## config.mk

```make
export PLATFORM = sky130hd
export DESIGN_NAME = sum_loop_ctrl
export DESIGN_NICKNAME = d
export VERILOG_FILES = /design/src/rtl/sum_loop_ctrl_pkg.sv /design/src/rtl/sum_loop_ctrl_wdog.sv /design/src/rtl/sum_loop_ctrl.sv
export SDC_FILE = /design/constraint.sdc
export NUM_CORES = 1
export LEC_CHECK = 0
export ABC_AREA = 1
export CORE_MARGIN = 10
export CORE_UTILIZATION = 50
export DETAILED_ROUTE_END_ITERATION = 10
export PLACE_DENSITY = 0.75
export SLEW_MARGIN = 20
export SYNTH_ARGS = -nofsm -noshare
export SYNTH_HDL_FRONTEND = slang
export SYNTH_HIERARCHICAL = 1
export SYNTH_SLANG_ARGS = --single-unit
```

## constraint.sdc

```tcl
create_clock -name clk -period 2.1 [get_ports clk]
set_clock_uncertainty 0.15 [all_clocks]
set_input_delay 0.21 -clock clk [delete_from_list [all_inputs] [get_ports clk]]
set_output_delay 0.21 -clock clk [all_outputs]
set_load 0.01 [all_outputs]
```

## src/rtl/sum_loop_ctrl_pkg.sv

```systemverilog
// Shared types for the sum/counter loop controller: state encoding, datapath
// control bundle and per-state control decode.
package sum_loop_ctrl_pkg;

    typedef enum logic [2:0] {
        S_IDLE  = 3'd0,
        S_INIT  = 3'd1,
        S_CHECK = 3'd2,
        S_ADD   = 3'd3,
        S_INC   = 3'd4,
        S_OUT   = 3'd5,
        S_DONE  = 3'd6,
        S_ERR   = 3'd7
    } state_t;

    // Loop runs while i <= LOOP_LIMIT; the datapath performs the compare.
    localparam logic [7:0] LOOP_LIMIT = 8'd10;

    typedef struct packed {
        logic sum_src;
        logic i_src;
        logic sum_load;
        logic i_load;
        logic out_load;
        logic adder_src;
    } ctrl_t;

    localparam ctrl_t CTRL_NONE = '{
        sum_src: 1'b0, i_src: 1'b0, sum_load: 1'b0,
        i_load: 1'b0, out_load: 1'b0, adder_src: 1'b0
    };

    function automatic ctrl_t ctrl_for_state(input state_t s);
        ctrl_t c;
        c = CTRL_NONE;
        case (s)
            S_INIT: begin
                c.sum_load = 1'b1;
                c.i_load   = 1'b1;
            end
            S_ADD: begin
                c.sum_src  = 1'b1;
                c.sum_load = 1'b1;
            end
            S_INC: begin
                c.i_src     = 1'b1;
                c.adder_src = 1'b1;
                c.i_load    = 1'b1;
            end
            S_OUT:   c.out_load = 1'b1;
            default: c = CTRL_NONE;
        endcase
        return c;
    endfunction

    function automatic logic state_is_busy(input state_t s);
        logic b;
        case (s)
            S_INIT, S_CHECK, S_ADD, S_INC, S_OUT: b = 1'b1;
            default:                              b = 1'b0;
        endcase
        return b;
    endfunction

endpackage

```

## src/rtl/sum_loop_ctrl_wdog.sv

```systemverilog
// Loop-pass counter with clear/increment and a compare against the watchdog
// limit; the count is also exported as the controller's iter_count.
module sum_loop_ctrl_wdog #(
    parameter int ITER_W   = 8,
    parameter int MAX_ITER = 16
) (
    input  logic              clk,
    input  logic              reset,
    input  logic              clear_i,
    input  logic              incr_i,
    output logic [ITER_W-1:0] iter_count_o,
    output logic              limit_hit_o
);

    localparam logic [ITER_W-1:0] LIMIT = ITER_W'(MAX_ITER);
    localparam logic [ITER_W-1:0] ONE   = ITER_W'(1);

    logic [ITER_W-1:0] count_q;
    logic [ITER_W-1:0] count_d;

    // Next count: clear wins over increment; otherwise hold.
    always_comb begin
        count_d = count_q;
        if (clear_i) begin
            count_d = '0;
        end else if (incr_i) begin
            count_d = count_q + ONE;
        end else begin
            count_d = count_q;
        end
    end

    // Pass counter register.
    always_ff @(posedge clk or posedge reset) begin
        if (reset) begin
            count_q <= '0;
        end else begin
            count_q <= count_d;
        end
    end

    assign iter_count_o = count_q;
    assign limit_hit_o  = (count_q == LIMIT);

endmodule

```

## src/rtl/sum_loop_ctrl.sv

```systemverilog
// Moore control FSM for the 8-bit sum loop datapath with start/busy/done,
// auto-restart and an iteration watchdog. Optional: SUM_LOOP_CTRL_STEP_EN adds a step qualifier.
module sum_loop_ctrl #(
    parameter int ITER_W   = 8,
    parameter int MAX_ITER = 16
) (
    input  logic              clk,
    input  logic              reset,
    input  logic              start,
    input  logic              auto_restart,
    input  logic              iLe10,
`ifdef SUM_LOOP_CTRL_STEP_EN
    input  logic              step,
`endif
    output logic              sumSrcMuxSel,
    output logic              iSrcMuxSel,
    output logic              sumLoad,
    output logic              iLoad,
    output logic              outLoad,
    output logic              adderSrcMuxSel,
    output logic              busy,
    output logic              done,
    output logic              err,
    output logic [ITER_W-1:0] iter_count
);

    import sum_loop_ctrl_pkg::*;

    state_t state_q;
    state_t state_d;
    ctrl_t  ctrl_q;
    ctrl_t  ctrl_s;
    logic   busy_q;
    logic   done_q;
    logic   err_q;
    logic   adv_s;
    logic   clear_s;
    logic   incr_s;
    logic   limit_hit_s;

`ifdef SUM_LOOP_CTRL_STEP_EN
    assign adv_s  = step;
    assign ctrl_s = step ? ctrl_q : CTRL_NONE;
`else
    assign adv_s  = 1'b1;
    assign ctrl_s = ctrl_q;
`endif

    sum_loop_ctrl_wdog #(
        .ITER_W   (ITER_W),
        .MAX_ITER (MAX_ITER)
    ) u_wdog (
        .clk          (clk),
        .reset        (reset),
        .clear_i      (clear_s),
        .incr_i       (incr_s),
        .iter_count_o (iter_count),
        .limit_hit_o  (limit_hit_s)
    );

    // Next-state and watchdog strobes; run states only advance when adv_s is set.
    always_comb begin
        state_d = state_q;
        clear_s = 1'b0;
        incr_s  = 1'b0;
        case (state_q)
            S_IDLE: begin
                if (start) state_d = S_INIT;
                else       state_d = S_IDLE;
            end
            S_INIT: begin
                if (adv_s) begin
                    state_d = S_CHECK;
                    clear_s = 1'b1;
                end else begin
                    state_d = S_INIT;
                end
            end
            S_CHECK: begin
                if (!adv_s)           state_d = S_CHECK;
                else if (!iLe10)      state_d = S_OUT;
                else if (limit_hit_s) state_d = S_ERR;
                else                  state_d = S_ADD;
            end
            S_ADD: begin
                if (adv_s) begin
                    state_d = S_INC;
                    incr_s  = 1'b1;
                end else begin
                    state_d = S_ADD;
                end
            end
            S_INC: begin
                if (adv_s) state_d = S_CHECK;
                else       state_d = S_INC;
            end
            S_OUT: begin
                if (adv_s) state_d = S_DONE;
                else       state_d = S_OUT;
            end
            S_DONE: begin
                if (!adv_s)                       state_d = S_DONE;
                else if (start || auto_restart)   state_d = S_INIT;
                else                              state_d = S_IDLE;
            end
            S_ERR: begin
                if (start) state_d = S_INIT;
                else       state_d = S_ERR;
            end
            default: state_d = S_IDLE;
        endcase
    end

    // State register plus outputs decoded from the next state, so they line up with state_q.
    always_ff @(posedge clk or posedge reset) begin
        if (reset) begin
            state_q <= S_IDLE;
            ctrl_q  <= CTRL_NONE;
            busy_q  <= 1'b0;
            done_q  <= 1'b0;
            err_q   <= 1'b0;
        end else begin
            state_q <= state_d;
            ctrl_q  <= ctrl_for_state(state_d);
            busy_q  <= state_is_busy(state_d);
            done_q  <= (state_d == S_DONE);
            err_q   <= (state_d == S_ERR);
        end
    end

    assign sumSrcMuxSel   = ctrl_s.sum_src;
    assign iSrcMuxSel     = ctrl_s.i_src;
    assign sumLoad        = ctrl_s.sum_load;
    assign iLoad          = ctrl_s.i_load;
    assign outLoad        = ctrl_s.out_load;
    assign adderSrcMuxSel = ctrl_s.adder_src;
    assign busy           = busy_q;
    assign done           = done_q;
    assign err            = err_q;

endmodule
```

# Yosys cells after proc, flatten, opt, wreduce, memory -nomap -nowiden
# Index checks and enable logic that the tools add are counted.
classes:
  addsub: 1
  eq_ne: 15
  mux: 16
  n_reduce_logical: 7
op_table:
  columns: ["operator", "n"]
  rows:
  - ["== test 3 bit, second input constant", 8]
  - ["one-hot mux 3 bit (7 select lines)", 1]
  - ["2-to-1 mux 8 bit", 2]
  - ["== test 3 x 2 -> 1 bit, second input constant", 4]
  - ["2-to-1 mux 1 bit", 10]
  - ["2-to-1 mux 3 bit", 3]
  - ["adder 8 x 1 -> 8 bit, second input constant", 1]
  - ["== test 8 x 5 -> 1 bit, second input constant", 1]
  - ["== test 3 x 1 -> 1 bit, second input constant", 2]
  - ["OR reduction 2 bit", 3]
  - ["OR reduction 5 bit", 1]
  - ["zero test 3 bit", 1]
  - ["nonzero test 2 bit", 1]
  - ["logical OR 1 bit", 1]
totals:
  regBits: 19
  word_cells: 49

# Longest topological paths before layout
depth:
  ltp_word: 7
  mapped_depth: 11

# Hierarchy
# The synthesis kept the hierarchy.
modules_own_cells:
  columns: ["mod", "n_inst", "cells_each", "area_per_inst_um2", "seq_area_each_um2"]
  rows:
  - ["sum_loop_ctrl", 1, 66, 565.5, 275.3]
  - ["sum_loop_ctrl_wdog", 1, 68, 506.7, 200.2]

# Worst setup path before layout
# OpenSTA, ideal clock, no wires.
synth_timing:
  path_kind: "register -> register"
  start: "register u_wdog.count_q[0], in the netlist u_wdog/iter_count_o[0]"
  end: "register busy_q, in the netlist busy"
  arrival_time_ns: 1.427
  required_time_ns: 1.829
  setup_slack_ns: 0.402
  stages_incl_launch_ff: 12
  n_path_buf: 0
  period_less_slack_ns: 1.698
  path_cell_list: "dfrtp_1 inv_1 ha_1 nand4_1 nor4_1 inv_1 nand2_1 inv_1 nor2_2 nor2_4 nand2_2 nand3_2"
synth_between:
  elab_chain_cells: 7
  word_cells_on_any_way: 11
  cone_classes: "6 x eq/ne; 4 x mux; 1 x reduce/logical"
synth_rtl:
  columns: ["item", "line", "text"]
  rows:
  - ["start: declaration", "sum_loop_ctrl_wdog.sv:18", "logic [ITER_W-1:0] count_q;"]
  - ["start signal: assignment", "sum_loop_ctrl_wdog.sv:38", "count_q <= count_d;"]
  - ["== test 8 x 5 -> 1 bit *", "sum_loop_ctrl_wdog.sv:43", "assign limit_hit_o = (count_q == LIMIT);"]
  - ["named net limit_hit_s", "sum_loop_ctrl.sv:39", "logic limit_hit_s;"]
  - ["2-to-1 mux 3 bit *", "sum_loop_ctrl.sv:82", "else if (limit_hit_s) state_d = S_ERR;"]
  - ["2-to-1 mux 3 bit *", "sum_loop_ctrl.sv:81", "else if (!iLe10) state_d = S_OUT;"]
  - ["one-hot mux 3 bit (7 select lines) *", "sum_loop_ctrl.sv:66", "case (state_q)"]
  - ["== test 3 x 1 -> 1 bit (tied with other cells)", "sum_loop_ctrl_pkg.sv:58", "case (s)"]
  - ["OR reduction 5 bit *", "sum_loop_ctrl_pkg.sv:58", null]
  - ["2-to-1 mux 1 bit *", "sum_loop_ctrl_pkg.sv:58", null]
  - ["end signal: assignment", "sum_loop_ctrl.sv:125", "busy_q <= state_is_busy(state_d);"]
  - ["end: declaration", "sum_loop_ctrl.sv:33", "logic busy_q;"]
# The timed path passes the listed nets; every way through them passes the cells marked *.
# A chain may end at the register's enable or synchronous reset.

# Worst setup path in the final report
# Ends and elaborated chain as after synthesis.

==> results.sh <==
export IMPL_r2r_end="busy"
export IMPL_post_cts_resized=0
export IMPL_finalWirelength_mm=2.365
export IMPL_arrival_ns=1.84
export IMPL_hold_slack_ns=0.02606
export IMPL_p_seq_frac=0.377
export IMPL_synth_xor_area_frac=0
export IMPL_core_area_mm2=0.002002
export IMPL_intPower_mw=0.8366
export IMPL_start_kind="flop"
export IMPL_wire_per_inst_um=12.92
export IMPL_synth_top_area_frac=0.4434
export IMPL_switching_power_mw=0.6796
export IMPL_syn2layout_area_growth_pct=22.99
export IMPL_combPwrFrac=0.500
export IMPL_hpwl_mm=1.883
export IMPL_first_pass_iters=4
export IMPL_fin_nets=164
export IMPL_synth_warnings=6
export IMPL_initial_core_util=0.5356
export IMPL_final_cells=183
export IMPL_grt_pass1_wl_mm=4.071
export IMPL_vias_per_cell=4.989
export IMPL_reg2reg_from="u_wdog/iter_count_o[0]"
export IMPL_fmax_ghz=0.5574
export IMPL_clock_sinks=19
export IMPL_synth_top_family_by_area="simple AND/OR/NAND/NOR gates"
export IMPL_cts_buffers=3
export IMPL_vias=913
export IMPL_tns_ns=0
export IMPL_ys_ff_latch=19
export IMPL_yosys_top_cells_area="dfrtp_1 44%, nand2_1 8.8%, inv_1 8.4%, nand3_1 6.1%, nor2_4 5.3%"
export IMPL_antenna_found_initial=0
export IMPL_hold_viol=0
export IMPL_end_kind="flop"
export IMPL_grt_pass1_vias=941
export IMPL_cp_max_fo=4
export IMPL_n_antenna_cell=0
export IMPL_gr_total_overflow=0
export IMPL_rows=16
export IMPL_clk_latency_ns=0.29
export IMPL_finalSetupViolations=0
export IMPL_synth_area_mux_share=0
export IMPL_clk_pin_slew_ns=0.11
export IMPL_period_minus_slack_ns=1.794
export IMPL_synth_edf_count=0
export IMPL_ctsHoldBuffers=0
export IMPL_cts_buffer_depth=2
export IMPL_max_cap_violations=0
export IMPL_synth_seq_area_share=0.4434
export IMPL_pin_count=22
export IMPL_criticalPathCategory="reg -> reg"
export IMPL_drc=0
export IMPL_synth_distinct_cells=22
export IMPL_drive_gt1_frac=0.1538
export IMPL_peakVddDrop_mv=0.8166
export IMPL_leakagePower_nw=0.6602
export IMPL_cts_root_buf="clkbuf_4"
export IMPL_die_h_um=66.31
export IMPL_die_area_mm2=0.004397
export IMPL_status="finished clean"
export IMPL_fin_util=0.6588
export IMPL_slew_violations=0
export IMPL_r2r_cells=11
export IMPL_grt_use_total=0.1146
export IMPL_synth_ff_type="dfrtp_1"
export IMPL_period_share=0.8543
export IMPL_synth_compound_area_frac=0.04084
export IMPL_syn_num_nets=141
export IMPL_yosysMostFrequentCell="nand2_1"
export IMPL_synth_area_mm2=0.001072
export IMPL_gp_congestion=0.8499
export IMPL_yosysTopAreaCell="dfrtp_1"
export IMPL_drt_iter0_markers=25
export IMPL_place_inst=179
export IMPL_rrSetupSlack_ns=0.31
export IMPL_ant_nets=0
export IMPL_postSynthAreaPerCell_um2=8.002
export IMPL_worst_slew_pin_slew_ns=0.4199
export IMPL_power_mw=1.516
export IMPL_async_flop_share=1.000
export IMPL_relSlewSlack=0.7197
export IMPL_min_path_type="in -> async"
export IMPL_post_cts_buffers=0
export IMPL_io_buffers=21
export IMPL_yosys_area_share_simple=0.3792
export IMPL_rsz0062_at_grt="no"
export IMPL_yosys_top_cells_count="25 x nand2_1, 24 x inv_1, 19 x dfrtp_1, 13 x nand3_1, 13 x nor2_1"
export IMPL_h_tree_depth=1
export IMPL_clockPowerShare=0.123
export IMPL_grt_max_degree=12
export IMPL_p_per_area_mw_per_mm2=1150
export IMPL_crit_required_ns=2.14
export IMPL_switching_share=0.4482
export IMPL_cts_tree="yes"
export IMPL_syn_inst=134
export IMPL_die_x_um=66.31
export IMPL_synth_fa_ha_area_frac=0.02334
sequential cells by signal, summed over array words and instances, names as in the netlist:
name,count
state_q,3
sumSrcMuxSel,1
sumLoad,1
u_wdog/iter_count_o,8
iLoad,1
outLoad,1
err,1
done,1
adderSrcMuxSel,1
busy,1
worst max-delay path by stage:
stage / startpoint / cells after the start / endpoint
3_3_place_gp: u_wdog/iter_count_o[0] / 11 / busy
5_1_grt: u_wdog/iter_count_o[0] / 11 / iLoad
2_1_floorplan: u_wdog/iter_count_o[0] / 11 / busy
3_5_place_dp: u_wdog/iter_count_o[0] / 11 / busy
6_report: u_wdog/iter_count_o[0] / 11 / busy
4_1_cts: u_wdog/iter_count_o[0] / 11 / busy
metrics by stage:
step | cell area, µm² | setup WS (ns)
2_1_floorplan | 1072 | 0.4015
3_3_place_gp | 1292 | 0.3737
3_5_place_dp | 1292 | 0.3152
4_1_cts | 1319 | 0.2857
5_1_grt | 1319 | 0.1628
6_report | 1319 | 0.3060
layer usage:
metal	vias to the layer above	part of all wire	global-route usage
li1	461	-	-
met1	435	0.44	0.1373
met2	15	0.48	0.1770
met3	2	0.075	0.04746
met4	0	0.0038	0.04450
met5	-	0	0
logic make-up (layout without fill, tap and decap cells):
family | count (synthesis) | after routing
AND/OR/NAND/NOR | 76 | 76
buffers and inverters | 29 | 51
flip-flops | 19 | 19
AO/OA/AOI/OAI | 8 | 8
adder cells (fa/ha/maj) | 2 | 2
critical path, cell delays in order, from the launching register on:
cell and delay [ns]:
dfrtp_1 0.43, inv_1 0.16, ha_1 0.17, nand4_1 0.09, nor4_1 0.17, inv_1 0.06
nand2_1 0.07, inv_1 0.05, nor2_2 0.14, nor2_4 0.07, nand2_2 0.07, nand3_2 0.06
cells in the final DEF (no fill, tap or decap):
master / Yosys / routed
clkbuf_4: 0 / 3
nand3_1: 13 / 13
clkbuf_1: 0 / 1
nand3_2: 3 / 3
dfrtp_1: 19 / 19
nor4_1: 1 / 1
inv_1: 24 / 24
ha_1: 2 / 2
nor2_2: 2 / 2
inv_2: 2 / 2
nor3_2: 1 / 1
clkdlybuf4s50_1: 0 / 21
a21oi_1: 2 / 2
nand2_2: 6 / 6
nand2_1: 25 / 25
nor2_4: 5 / 5
nor2_1: 13 / 13
nor3_1: 2 / 2
o21ai_0: 5 / 5
nand4_1: 4 / 4
nand2_4: 1 / 1
a21oi_2: 1 / 1
final cells by class:
| class | instances | area, µm² |
|---|---|---|
| Timing Repair Buffer | 21 | 210.2 |
| Fill cell | 190 | 683.2 |
| Sequential cell | 19 | 475.5 |
| Tap cell | 27 | 33.78 |
| Clock buffer | 4 | 26.28 |
| Inverter | 26 | 97.59 |
| Multi-Input combinational cell | 86 | 475.5 |
power by group through the flow:
stage	Combinational (mW)	Sequential, mW	Clock, mW
6_report	0.758	0.572	0.186
2_1_floorplan	0.544	0.557	0
3_3_place_gp	0.736	0.578	0
3_5_place_dp	0.763	0.581	0
4_1_cts	0.771	0.574	0.195
5_1_grt	0.848	0.591	0.205
Power figures use the tool's default switching activity.
